===== src/rtl/regfile_write_buffer.sv =====
// regfile_write_buffer
// Small FIFO that queues register writebacks and drains one entry per clock
// into the single register-file write port. Pending entries are snooped by
// both read ports so a reader sees the youngest queued value for its register.
module regfile_write_buffer #(
  parameter int DEPTH      = 4,
  parameter int DATA_WIDTH = 32,
  parameter int ADDR_WIDTH = 5
) (
  input  logic                    Clock,
  input  logic                    Reset,
  input  logic                    In_Valid,
  output logic                    In_Ready,
  input  logic [ADDR_WIDTH-1:0]   In_Adr,
  input  logic [DATA_WIDTH-1:0]   In_Data,
  input  logic                    Hold,
  output logic                    WEn,
  output logic [ADDR_WIDTH-1:0]   Write_Adr,
  output logic [DATA_WIDTH-1:0]   Write_Data,
  input  logic [ADDR_WIDTH-1:0]   Read_Adr_1,
  input  logic [ADDR_WIDTH-1:0]   Read_Adr_2,
  output logic                    Fwd_Hit_1,
  output logic                    Fwd_Hit_2,
  output logic [DATA_WIDTH-1:0]   Fwd_Data_1,
  output logic [DATA_WIDTH-1:0]   Fwd_Data_2,
  output logic [$clog2(DEPTH):0]  Count
);

  localparam int PTR_W = $clog2(DEPTH);
  localparam int CNT_W = PTR_W + 1;

  // FIFO state
  logic [PTR_W-1:0]      r_head;
  logic [PTR_W-1:0]      r_tail;
  logic [CNT_W-1:0]      r_count;
  logic [ADDR_WIDTH-1:0] r_adr  [DEPTH];
  logic [DATA_WIDTH-1:0] r_data [DEPTH];

  // Handshake / drain decode
  logic w_empty;
  logic w_full;
  logic w_push;
  logic w_pop;

  // Per-slot occupancy and address-match vectors
  logic [PTR_W-1:0] w_age [DEPTH];
  logic [DEPTH-1:0] w_occ;
  logic [DEPTH-1:0] w_match_1;
  logic [DEPTH-1:0] w_match_2;
  logic [PTR_W-1:0] w_idx;

  assign w_empty  = (r_count == '0);
  assign w_full   = (r_count == CNT_W'(DEPTH));
  assign In_Ready = !w_full;
  assign Count    = r_count;

  // Address-0 requests complete the handshake but are never stored.
  // Reset is folded in so the unreset storage array cannot be written
  // while the pointers are held in reset.
  assign w_push = In_Valid && !w_full && (In_Adr != '0) && !Reset;

  assign WEn        = !w_empty && !Hold;
  assign w_pop      = WEn;
  assign Write_Adr  = w_empty ? '0 : r_adr[r_head];
  assign Write_Data = w_empty ? '0 : r_data[r_head];

  // A slot is pending when its distance from head is below the occupancy.
  genvar gi;
  generate
    for (gi = 0; gi < DEPTH; gi++) begin : g_slot
      assign w_age[gi]     = PTR_W'(gi) - r_head;
      assign w_occ[gi]     = (CNT_W'(w_age[gi]) < r_count);
      assign w_match_1[gi] = w_occ[gi] && (Read_Adr_1 != '0) && (r_adr[gi] == Read_Adr_1);
      assign w_match_2[gi] = w_occ[gi] && (Read_Adr_2 != '0) && (r_adr[gi] == Read_Adr_2);
    end
  endgenerate

  // Walk slots oldest to youngest so the last match (nearest tail) wins
  always_comb begin
    Fwd_Hit_1  = 1'b0;
    Fwd_Hit_2  = 1'b0;
    Fwd_Data_1 = '0;
    Fwd_Data_2 = '0;
    w_idx      = r_head;
    for (int k = 0; k < DEPTH; k++) begin
      w_idx = r_head + PTR_W'(k);
      if (w_match_1[w_idx]) begin
        Fwd_Hit_1  = 1'b1;
        Fwd_Data_1 = r_data[w_idx];
      end
      if (w_match_2[w_idx]) begin
        Fwd_Hit_2  = 1'b1;
        Fwd_Data_2 = r_data[w_idx];
      end
    end
  end

  // Pointer and occupancy update; reset drops all pending entries
  always_ff @(posedge Clock or posedge Reset) begin
    if (Reset) begin
      r_head  <= '0;
      r_tail  <= '0;
      r_count <= '0;
    end else begin
      if (w_push) r_tail <= r_tail + 1'b1;
      if (w_pop)  r_head <= r_head + 1'b1;
      case ({w_push, w_pop})
        2'b10:   r_count <= r_count + 1'b1;
        2'b01:   r_count <= r_count - 1'b1;
        default: r_count <= r_count;
      endcase
    end
  end

  // Entry storage; contents are only meaningful while counted as occupied
  always_ff @(posedge Clock) begin
    if (w_push) begin
      r_adr[r_tail]  <= In_Adr;
      r_data[r_tail] <= In_Data;
    end
  end

endmodule

===== config.mk =====
export PLATFORM = sky130hd
export DESIGN_NAME = regfile_write_buffer
export DESIGN_NICKNAME = d
export VERILOG_FILES = /design/src/rtl/regfile_write_buffer.sv
export SDC_FILE = /design/constraint.sdc
export NUM_CORES = 1
export LEC_CHECK = 0
export CORE_ASPECT_RATIO = 0.5
export CORE_MARGIN = 2
export CORE_UTILIZATION = 30
export CTS_CLUSTER_SIZE = 25
export DETAILED_ROUTE_END_ITERATION = 10
export HOLD_SLACK_MARGIN = 0.08
export PLACE_DENSITY_LB_ADDON = 0.12
export SETUP_SLACK_MARGIN = 0.05
export SKIP_LAST_GASP = 1
export SLEW_MARGIN = 0
export SYNTH_ARGS = -nofsm -noshare
export SYNTH_HDL_FRONTEND = slang
export SYNTH_SLANG_ARGS = --single-unit

===== constraint.sdc =====
create_clock -name Clock -period 4.78 [get_ports Clock]
set_clock_uncertainty 0.05 [all_clocks]
set_input_delay 0.478 -clock Clock [delete_from_list [all_inputs] [get_ports Clock]]
set_output_delay 0.478 -clock Clock [all_outputs]
set_load 0.02 [all_outputs]

==> flow_metrics.env, run 1 <==
export IMPL_status="complete, but fails checks"
export IMPL_violations="DRC"
export IMPL_crit_cells=11
export IMPL_p_switching_w=0.004547
export IMPL_synthDistinctLibCells=64
export IMPL_fin_nets=1270
export IMPL_startpoint_type="register"
export IMPL_maxSlewHeadroom_pct=42.62
export IMPL_cts_root_buf="clkbuf_16"
export IMPL_r2r_slack_ps=2170
export IMPL_synth_edf_count=148
export IMPL_start_util_pct=30.70
export IMPL_crit_arrival_ps=4080
export IMPL_layout_commonest_cell="a21oi_1"
export IMPL_clkLatencyLatePin_ps=440
export IMPL_die_area_mm2=0.03867
export IMPL_grt_ovfl_total=0
export IMPL_dr_pass1_iters=8
export IMPL_netlist_area_leader_share_pct=40.02
export IMPL_synth_main_ff_cell="edfxtp_1"
export IMPL_area_growth_pct=24.66
export IMPL_die_width_um=276.1
export IMPL_hold_viol=0
export IMPL_cts_hold_buf=0
export IMPL_layout_common_cells="183 x a21oi_1, 148 x edfxtp_1, 125 x clkdlybuf4s50_1"
export IMPL_hold_slack_ps=250.5
export IMPL_grt_pass1_vias=8999
export IMPL_htreeDepth=4
export IMPL_first_iter_violations=565
export IMPL_p_per_area_mw_per_mm2=693.7
export IMPL_maxCapViolCount=0
export IMPL_slowest_delay_ps=560
export IMPL_rr_worst_depth=5
export IMPL_finalSetupTns_ps=0
export IMPL_place_congestion=0.8739
export IMPL_grt_usage_pct=17.62
export IMPL_vias_per_cell=5.342
export IMPL_cts_made_buffers=17
export IMPL_crit_chain="inv_1, ha_1, a21boi_0, o21ai_1, nand4_1, nor2b_1, mux4_2, buf_6, a221o_1, a22o_1, clkdlybuf4s50_1"
export IMPL_cts_clk_slew_worst_paths_ps=60
export IMPL_worstReg2RegStart="Count[0]"
export IMPL_yosysWarnings=0
export IMPL_synth_async_reset_ratio_pct=4.516
export IMPL_endpoint_kind="output port"
export IMPL_netSwitchingFraction_pct=47.35
export IMPL_cts_tree="built"
export IMPL_numPortBuffers=158
export IMPL_wl_per_cell_um=20.25
export IMPL_vdd_drop_max_uv=330.3
export IMPL_path_class="register to output port"
export IMPL_cp_top_family="compound AO/OA/AOI/OAI gates"
export IMPL_leakagePower_nw=5.012
export IMPL_grt_max_degree=117
export IMPL_utilization_pct=38.27
export IMPL_rsz0062_at_grt="yes"
export IMPL_syn_area_mm2=0.01111
export IMPL_coreArea_mm2=0.03617
export IMPL_required_ps=4250
export IMPL_cts_sinks=155
export IMPL_drc=3
export IMPL_dp_hpwl_mm=24.41
export IMPL_io_pin_count=159
export IMPL_combPwrFrac_pct=67.7
export IMPL_tightest_slew_ps=860.7
export IMPL_final_max_slew_viol_count=0
export IMPL_worst_path_buf_inv=3
export IMPL_synthesis_instances=1094
export IMPL_max_clock_freq_ghz=0.2169
export IMPL_vias=9114
export IMPL_synth_seq_area_share_pct=41.60
export IMPL_rows=49
export IMPL_p_int_w=0.005057
export IMPL_syn_nets=1155
export IMPL_worstPathMaxFanout=32
export IMPL_n_antenna_cell=0
export IMPL_min_path_type="input port to async pin"
export IMPL_clock_power_share_pct=13.7
export IMPL_ys_ff_latch=155
export IMPL_die_height_um=140.1
export IMPL_reg2reg_to="r_data[3][5]"
export IMPL_ant_nets=0
export IMPL_grt_pass1_wl_mm=52.50
export IMPL_period_share_pct=96.47
export IMPL_slowest_stage="dfrtp_4"
export IMPL_synth_area_top_cells="edfxtp_1 40%, mux2i_1 8.6%, a21oi_1 8.2%"
export IMPL_syn_area_per_cell_um2=10.15
export IMPL_layout_area_seq_mm2=0.004627
export IMPL_totalWireLength_mm=34.54
export IMPL_grt_antenna_before_repair=0
export IMPL_drive_above_1_share_pct=12.27
export IMPL_finalSetupViolations=0
export IMPL_p_total_w=0.009604
export IMPL_pwr_share_seq_pct=18.6
export IMPL_multiInputGateArea_mm2=0.005943
export IMPL_cts_max_path_buffers=2
export IMPL_fin_crit_ps=4611
export IMPL_yosys_area_top_type="edfxtp_1"
export IMPL_nFillCells=3535
## cells by family after synthesis
| family | share of synthesized area [%] |
|---|---|
| muxes | 15.05 |
| xor gates and xnor gates | 3.707 |
| buffers and inverters | 5.645 |
| and+or+nand+nor | 10.88 |
| AOI/OAI and AO/OA | 21.92 |
| DFF | 41.60 |
| adders and majority gates | 1.194 |
## sequential cells by signal, summed over array words and instances (netlist names)
register / count
Count: 3
r_head: 2
r_adr: 20
r_data: 128
r_tail: 2
## worst max-delay path by stage
stage,startpoint,end
6_report,r_head[1],Fwd_Data_2[29]
5_1_grt,r_head[1],Fwd_Data_2[11]
4_1_cts,r_head[1],Fwd_Data_1[9]
3_5_place_dp,Read_Adr_1[0],Fwd_Data_1[27]
3_3_place_gp,Read_Adr_1[3],Fwd_Data_1[14]
2_1_floorplan,r_head[1],Fwd_Data_2[15]
## layout make-up
cell class                      count  area share [%]
Tap cell                          484           4.374
Multi-Input combinational cell    826           42.93
Clock inverter                     15           1.003
Clock buffer                       17           3.073
Sequential cell                   155           33.42
Inverter                           12          0.3434
Timing Repair Buffer              197           14.86
## power by group through the flow
stage	clock, W	combinational [W]	sequential, W
global placement	0	0.00647	0.00181
global route	0.00139	0.00702	0.00181
CTS	0.00135	0.00654	0.00179
finish	0.00131	0.00650	0.00179
detailed placement	0	0.00651	0.00182
floorplan	0	0.00423	0.00178
## what timing repair did
| action | CTS | global route |
|---|---|---|
| pin swaps | 0 | 3 |
| gates resized for setup | 10 | 35 |
| hold endpoints to repair | 0 | 0 |
| setup buffers | 3 | 3 |
| endpoints found under the setup margin | 55 | 58 |
## routing by layer
layer | vias up | wire [um] | GRT usage [%]
met1 | 4503 | 15880 | 22.69
met2 | 187 | 16950 | 30.85
met4 | 0 | 512 | 4.602
li1 | 4393 | - | -
met3 | 31 | 1194 | 2.919
met5 | - | 0 | 0
## cells in the mapped netlist (17+ instances only)
cell type    n
a21oi_1    183
edfxtp_1   148
mux2i_1     95
nand2_1     95
nor2b_1     71
a211oi_1    63
clkbuf_1    49
nor2_1      46
mux2_2      36
o21ai_0     32
a221o_1     29
a22o_1      29
xor2_1      29
xnor2_1     18
buf_1       17
## through the flow
step / cell area [um2] / setup slack [ps] / instances
after detailed placement: 13100 / 184.8 / 1668
after CTS: 13700 / 50.50 / 1703
after floorplan: 11110 / 195.7 / 1094
after global placement: 13100 / 209.2 / 1668
after global routing: 13840 / -12.16 / 1706
final: 13840 / 168.8 / 1706
No activity file was read; power rests on OpenSTA's default activity.
==> run 2: changes to the inputs <==
--- a/config.mk
+++ b/config.mk
@@ -14,7 +14,7 @@
 export PLACE_DENSITY_LB_ADDON = 0.12
 export SETUP_SLACK_MARGIN = 0.05
 export SKIP_LAST_GASP = 1
-export SLEW_MARGIN = 0
+export SLEW_MARGIN = 40
 export SYNTH_ARGS = -nofsm -noshare
 export SYNTH_HDL_FRONTEND = slang
 export SYNTH_SLANG_ARGS = --single-unit
==> run 2 against run 1 <==
Against the previous run: the flow still finishes with violations (DRC); fmax rose by 1.2%; non-clock buffer count rose by 1; power rose by 0.12%; flip-flop and latch count did not move; first-iteration DRC count rose by 9.2%; clock power barely moved; largest cell class unchanged; largest power group unchanged.
==> flow_metrics.env, run 2 (same netlist as run 1, synthesis figures left out) <==
export IMPL_finalSetupTns_ps=0
export IMPL_p_per_area_mw_per_mm2=694.4
export IMPL_crit_chain="xnor2_1, inv_1, ha_1, a21oi_1, o2111ai_2, nor2b_1, mux4_2, buf_6, a221o_1, a22o_1, clkdlybuf4s50_1"
export IMPL_nFillCells=3546
export IMPL_die_width_um=276.1
export IMPL_grt_ovfl_total=0
export IMPL_vias=9145
export IMPL_cts_root_buf="clkbuf_16"
export IMPL_vias_per_cell=5.357
export IMPL_clkLatencyLatePin_ps=440
export IMPL_final_max_slew_viol_count=0
export IMPL_grt_usage_pct=17.68
export IMPL_slowest_stage="dfrtp_4"
export IMPL_maxCapViolCount=0
export IMPL_cts_sinks=155
export IMPL_coreArea_mm2=0.03617
export IMPL_grt_pass1_vias=9063
export IMPL_startpoint_type="register"
export IMPL_numPortBuffers=158
export IMPL_max_clock_freq_ghz=0.2195
export IMPL_dp_hpwl_mm=24.43
export IMPL_dp_slack_ps=187.1
export IMPL_totalWireLength_mm=34.65
export IMPL_layout_commonest_cell="a21oi_1"
export IMPL_violations="DRC"
export IMPL_layout_common_cells="183 x a21oi_1, 148 x edfxtp_1, 127 x clkdlybuf4s50_1"
export IMPL_fin_crit_ps=4556
export IMPL_top_register="r_data"
export IMPL_place_congestion=0.8739
export IMPL_wl_per_cell_um=20.30
export IMPL_n_antenna_cell=0
export IMPL_vdd_drop_max_uv=320.3
export IMPL_finalSetupViolations=0
export IMPL_rsz0062_at_grt="yes"
export IMPL_drc=3
export IMPL_die_area_mm2=0.03867
export IMPL_status="complete, but fails checks"
export IMPL_ant_nets=0
export IMPL_required_ps=4250
export IMPL_cts_max_path_buffers=2
export IMPL_dr_pass1_iters=8
export IMPL_grt_pass1_wl_mm=52.60
export IMPL_grt_antenna_before_repair=0
export IMPL_fin_nets=1271
export IMPL_htreeDepth=4
export IMPL_slowest_delay_ps=560
export IMPL_min_path_type="input port to async pin"
export IMPL_cts_tree="built"
export IMPL_utilization_pct=38.28
export IMPL_first_iter_violations=617
export IMPL_maxSlewHeadroom_pct=48.56
export IMPL_leakagePower_nw=4.995
export IMPL_io_pin_count=159
export IMPL_grt_max_degree=117
export IMPL_hold_viol=0
export IMPL_start_util_pct=30.70
export IMPL_path_class="register to output port"
export IMPL_area_growth_pct=24.68
export IMPL_die_height_um=140.1
export IMPL_period_share_pct=95.32
export IMPL_largest_reg_flops=128
export IMPL_endpoint_kind="output port"
export IMPL_drive_above_1_share_pct=12.43
export IMPL_tightest_slew_ps=771.7
export IMPL_rows=49
export IMPL_setup_ws_ps=223.7
export IMPL_crit_arrival_ps=4030
export IMPL_cts_clk_slew_worst_paths_ps=60
export IMPL_cts_made_buffers=17
export IMPL_worstPathMaxFanout=32
run 2: cell types whose count changed in the layout (fill, tap and decap cells not counted):
cell	change
clkbuf_1	+1
clkinv_1	-2
clkinv_2	+1
buf_4	+1
clkdlybuf4s50_1	+2
dlygate4sd2_1	-2
buf_6	+1
buf_12	-1
run 2: through the flow:
stage	std cells	instance area [um2]	total power [W]	hold WS [ps]
5_1_grt	1707	13850	0.01025	276.8
4_1_cts	1704	13710	0.009707	255.3
3_5_place_dp	1668	13100	0.008333	586.6
2_1_floorplan	1094	11110	0.006010	239.6
3_3_place_gp	1668	13100	0.008275	556.1
6_report	1707	13850	0.009616	250.6
run 2: timing repair:
item | CTS | global route
setup endpoints to repair | 55 | 61
gates resized for setup | 8 | 34
buffers inserted | 4 | 3
pin swaps | 0 | 1
endpoints found under the hold margin | 0 | 0
hold buffers | 0 | 0
run 2: critical path: cells and delay by family (launching register included):
kind / cells / cell delay [ps]
adder cells (fa/ha/maj): 1 / 280
AO/OA/AOI/OAI: 4 / 1010
multiplexers: 1 / 470
AND/OR/NAND/NOR: 1 / 190
buffers and inverters: 3 / 840
flip-flops: 1 / 560
XOR/XNOR: 1 / 210
run 2: worst paths after layout:
check,start,slack (ps),cells past startpoint,end
worst min-delay path,Reset,250,2,r_tail[0]
max in group asynchronous,Reset,4160,2,r_head[1]
worst max-delay path,r_head[1],220,11,Fwd_Data_2[29]
min in group Clock,Count[0],580,1,Count[0]
worst max register to register,Count[0],2150,5,r_data[3][12]
worst min register to register,Count[0],580,1,Count[0]
run 2: per-layer routing:
layer	vias up	GRT usage, %	share of wire, %
met5	-	0	0
met4	0	4.832	1.8
met3	40	3.436	3.2
met2	164	30.81	49
met1	4551	22.50	46
li1	4390	-	-
run 2: power breakdown:
group / internal, W / total, W / switching [W]
sequential: 0.00167 / 0.00179 / 0.000122
combinational: 0.00267 / 0.00650 / 0.00383
clock: 0.000725 / 0.00132 / 0.000598
run 2: final cells by class:
type / count / area [um2] / area share [%]
clock inverters: 14 / 136.4 / 0.9849
flip-flops and latches: 155 / 4627 / 33.41
clock buffers: 18 / 429.2 / 3.099
multi-input cells: 826 / 5943 / 42.92
inverters: 12 / 47.55 / 0.3434
repair buffers: 198 / 2058 / 14.86
well taps: 484 / 605.6 / 4.373
==> run 3: changes to the inputs <==
--- a/config.mk
+++ b/config.mk
@@ -14,7 +14,6 @@
 export PLACE_DENSITY_LB_ADDON = 0.12
 export SETUP_SLACK_MARGIN = 0.05
 export SKIP_LAST_GASP = 1
-export SLEW_MARGIN = 40
 export SYNTH_ARGS = -nofsm -noshare
 export SYNTH_HDL_FRONTEND = slang
 export SYNTH_SLANG_ARGS = --single-unit
==> results of run 3 <==
Final layout, timing and power as in run 1 (identical DEF).
==> patch, RTL diff (config.mk and constraints of run 1) <==
Put one more register stage on the output `Count`. The value now appears one clock later. The other outputs are not delayed to match.
--- a/src/rtl/regfile_write_buffer.sv
+++ b/src/rtl/regfile_write_buffer.sv
@@ -52,7 +52,9 @@
   assign w_empty  = (r_count == '0);
   assign w_full   = (r_count == CNT_W'(DEPTH));
   assign In_Ready = !w_full;
-  assign Count    = r_count;
+  always_ff @(posedge Clock) begin
+    Count <= r_count;
+  end
 
   // Address-0 requests complete the handshake but are never stored.
   // Reset is folded in so the unreset storage array cannot be written
Check against the original RTL: not equivalent (a bounded check fails within 4 cycles, from zero or initial values and one cycle with Reset high).
==> patch against run 1 <==
Routed wire length grew 6.6%. Largest power group unchanged. Sequential share of layout area fell by 0.19 points. Cell area up 1.9%. Power is 4.6% higher. Cell count increased by 0.59%. Critical endpoint is now Fwd_Data_1[25]. Setup slack worse by 0.019 ns. Maximum frequency decreased by 0.40%. Sequential cell count is 3 higher. Sequential power grew 3%. Critical path depth down 1. Synthesized area is 0.54% higher. Via count increased by 1.7%.
==> patch: results (changes against run 1) <==
| Metric | Value |
|---|---|
| Peak VDD IR | `517.2 uV (+57%)` |
| Share of synthesized area spent on multiplexers | `14.97% (-0.081 points)` |
| Comb_multi_in | `827 (+0.12%)` |
| Sequential cell power | `1.84 mW (+3%)` |
| Vias in the first global route | `9140 (+1.6%)` |
| Clock sinks | `158 (+1.9%)` |
| Ranking of synthesized cells by area | `edfxtp_1, mux2i_1, a21oi_1` |
| Drt total wl | `36810 um (+6.6%)` |
| Post-synth cell types | `65 (+1.6%)` |
| Max incr delay on CP | `0.64 ns (+0.08 ns)` |
| Clock group power | `1.46 mW (+11%)` |
| Psw | `4.681 mW (+2.9%)` |
| First DRT Iteration DRCs | `611 (+8.1%)` |
| RePlAce Congestion | `0.8342 (-4.5%)` |
| Synth Net Count | `1158 (+0.26%)` |
| Synth warn | `0 (unchanged)` |
| Fillers | `3563 (+0.79%)` |
| Non-clk bufs | `203 (+3.0%)` |
| Slew headroom | `26.94% (-16 points)` |
| Post-synthesis adder-cell area fraction | `1.188% (-0.0064 points)` |
| Post-Place Worst Slack | `0.1134 ns (-0.07141 ns)` |
| Largest net degree at the start of global routing | `204 (+74%)` |
| Routed via count | `9270 (+1.7%)` |
| Layout cells sized above 1 | `12.82% (+0.55 points)` |
| Int Pwr | `5.361 mW (+6.0%)` |
| Register area | `4687 sq um (+1.3%)` |
| HPWL after detailed placement | `23260 um (-4.7%)` |
| Compound-Gate Fraction of Synth Area | `21.81% (-0.12 points)` |
| Die width | `276.8 um (+0.27%)` |
| Clock slew at reported path FFs | `0.06 ns (about the same)` |
| Fraction of area in multi-input gates | `42.37% (-0.56 points)` |
| Crit-path slowest cell | `clkdlybuf4s50_1` |
| Crit-path max FO | `12 (-63%)` |
| Critical path arrival | `4.10 ns (+0.02 ns)` |
| Global-route usage over all layers | `18.42% (+0.80 points)` |
| Lkg Pwr | `5.003 nW (-0.19%)` |
| Pre-antenna DRT Iters | `5 (-3)` |
| XOR/XNOR Fraction of Synth Area | `3.687% (-0.020 points)` |
| Wire per inst | `21.45 um (+6.0%)` |
| Post-DP Area | `13190 sq um (+0.69%)` |
| Cells after Synth | `1097 (+0.27%)` |
| Layout net count | `1280 (+0.79%)` |
| Data buffer area share | `15.37% (+0.51 points)` |
| Status | `finished clean` |
| Sequential fraction of the synthesis area | `41.91% (+0.31 points)` |
| Post-synth ARST share | `4.430% (-0.086 points)` |
| Final Instance Area | `14100 sq um (+1.9%)` |
| First-pass GRT wire length | `54380 um (+3.6%)` |
| Clock-cell share | `4.400% (+0.32 points)` |
## patch: cell types whose count changed after synthesis, sizes merged
cell   delta
dfxtp     +3
## patch: what timing repair did
| item | CTS | global route |
|---|---|---|
| gates cloned | 2 | 1 |
| hold buffers | 0 | 0 |
| gates resized for setup | 3 | 24 |
| setup buffers | 3 | 8 |
| endpoints found under the setup margin | 54 | 62 |
| pin swaps | 0 | 2 |
## patch: layer usage
metal	global-route usage, %	vias to the layer above	wire [um]
met4	5.749	0	688
met2	31.90	202	18040
met5	0	-	0
met3	3.053	42	1269
met1	23.60	4613	16810
li1	-	4413	-
## patch: final timing paths
check	from	to	slack (ns)	cells past startpoint
max	r_head[0]	Fwd_Data_1[25]	0.15	10
min	Reset	r_count[0]	0.28	2
max reg2reg	r_count[0]	r_data[2][6]	2.23	5
min reg2reg	r_count[1]	Count[1]	0.40	0
max in group asynchronous	Reset	r_head[0]	4.11	2
min in group Clock	r_count[1]	Count[1]	0.40	0
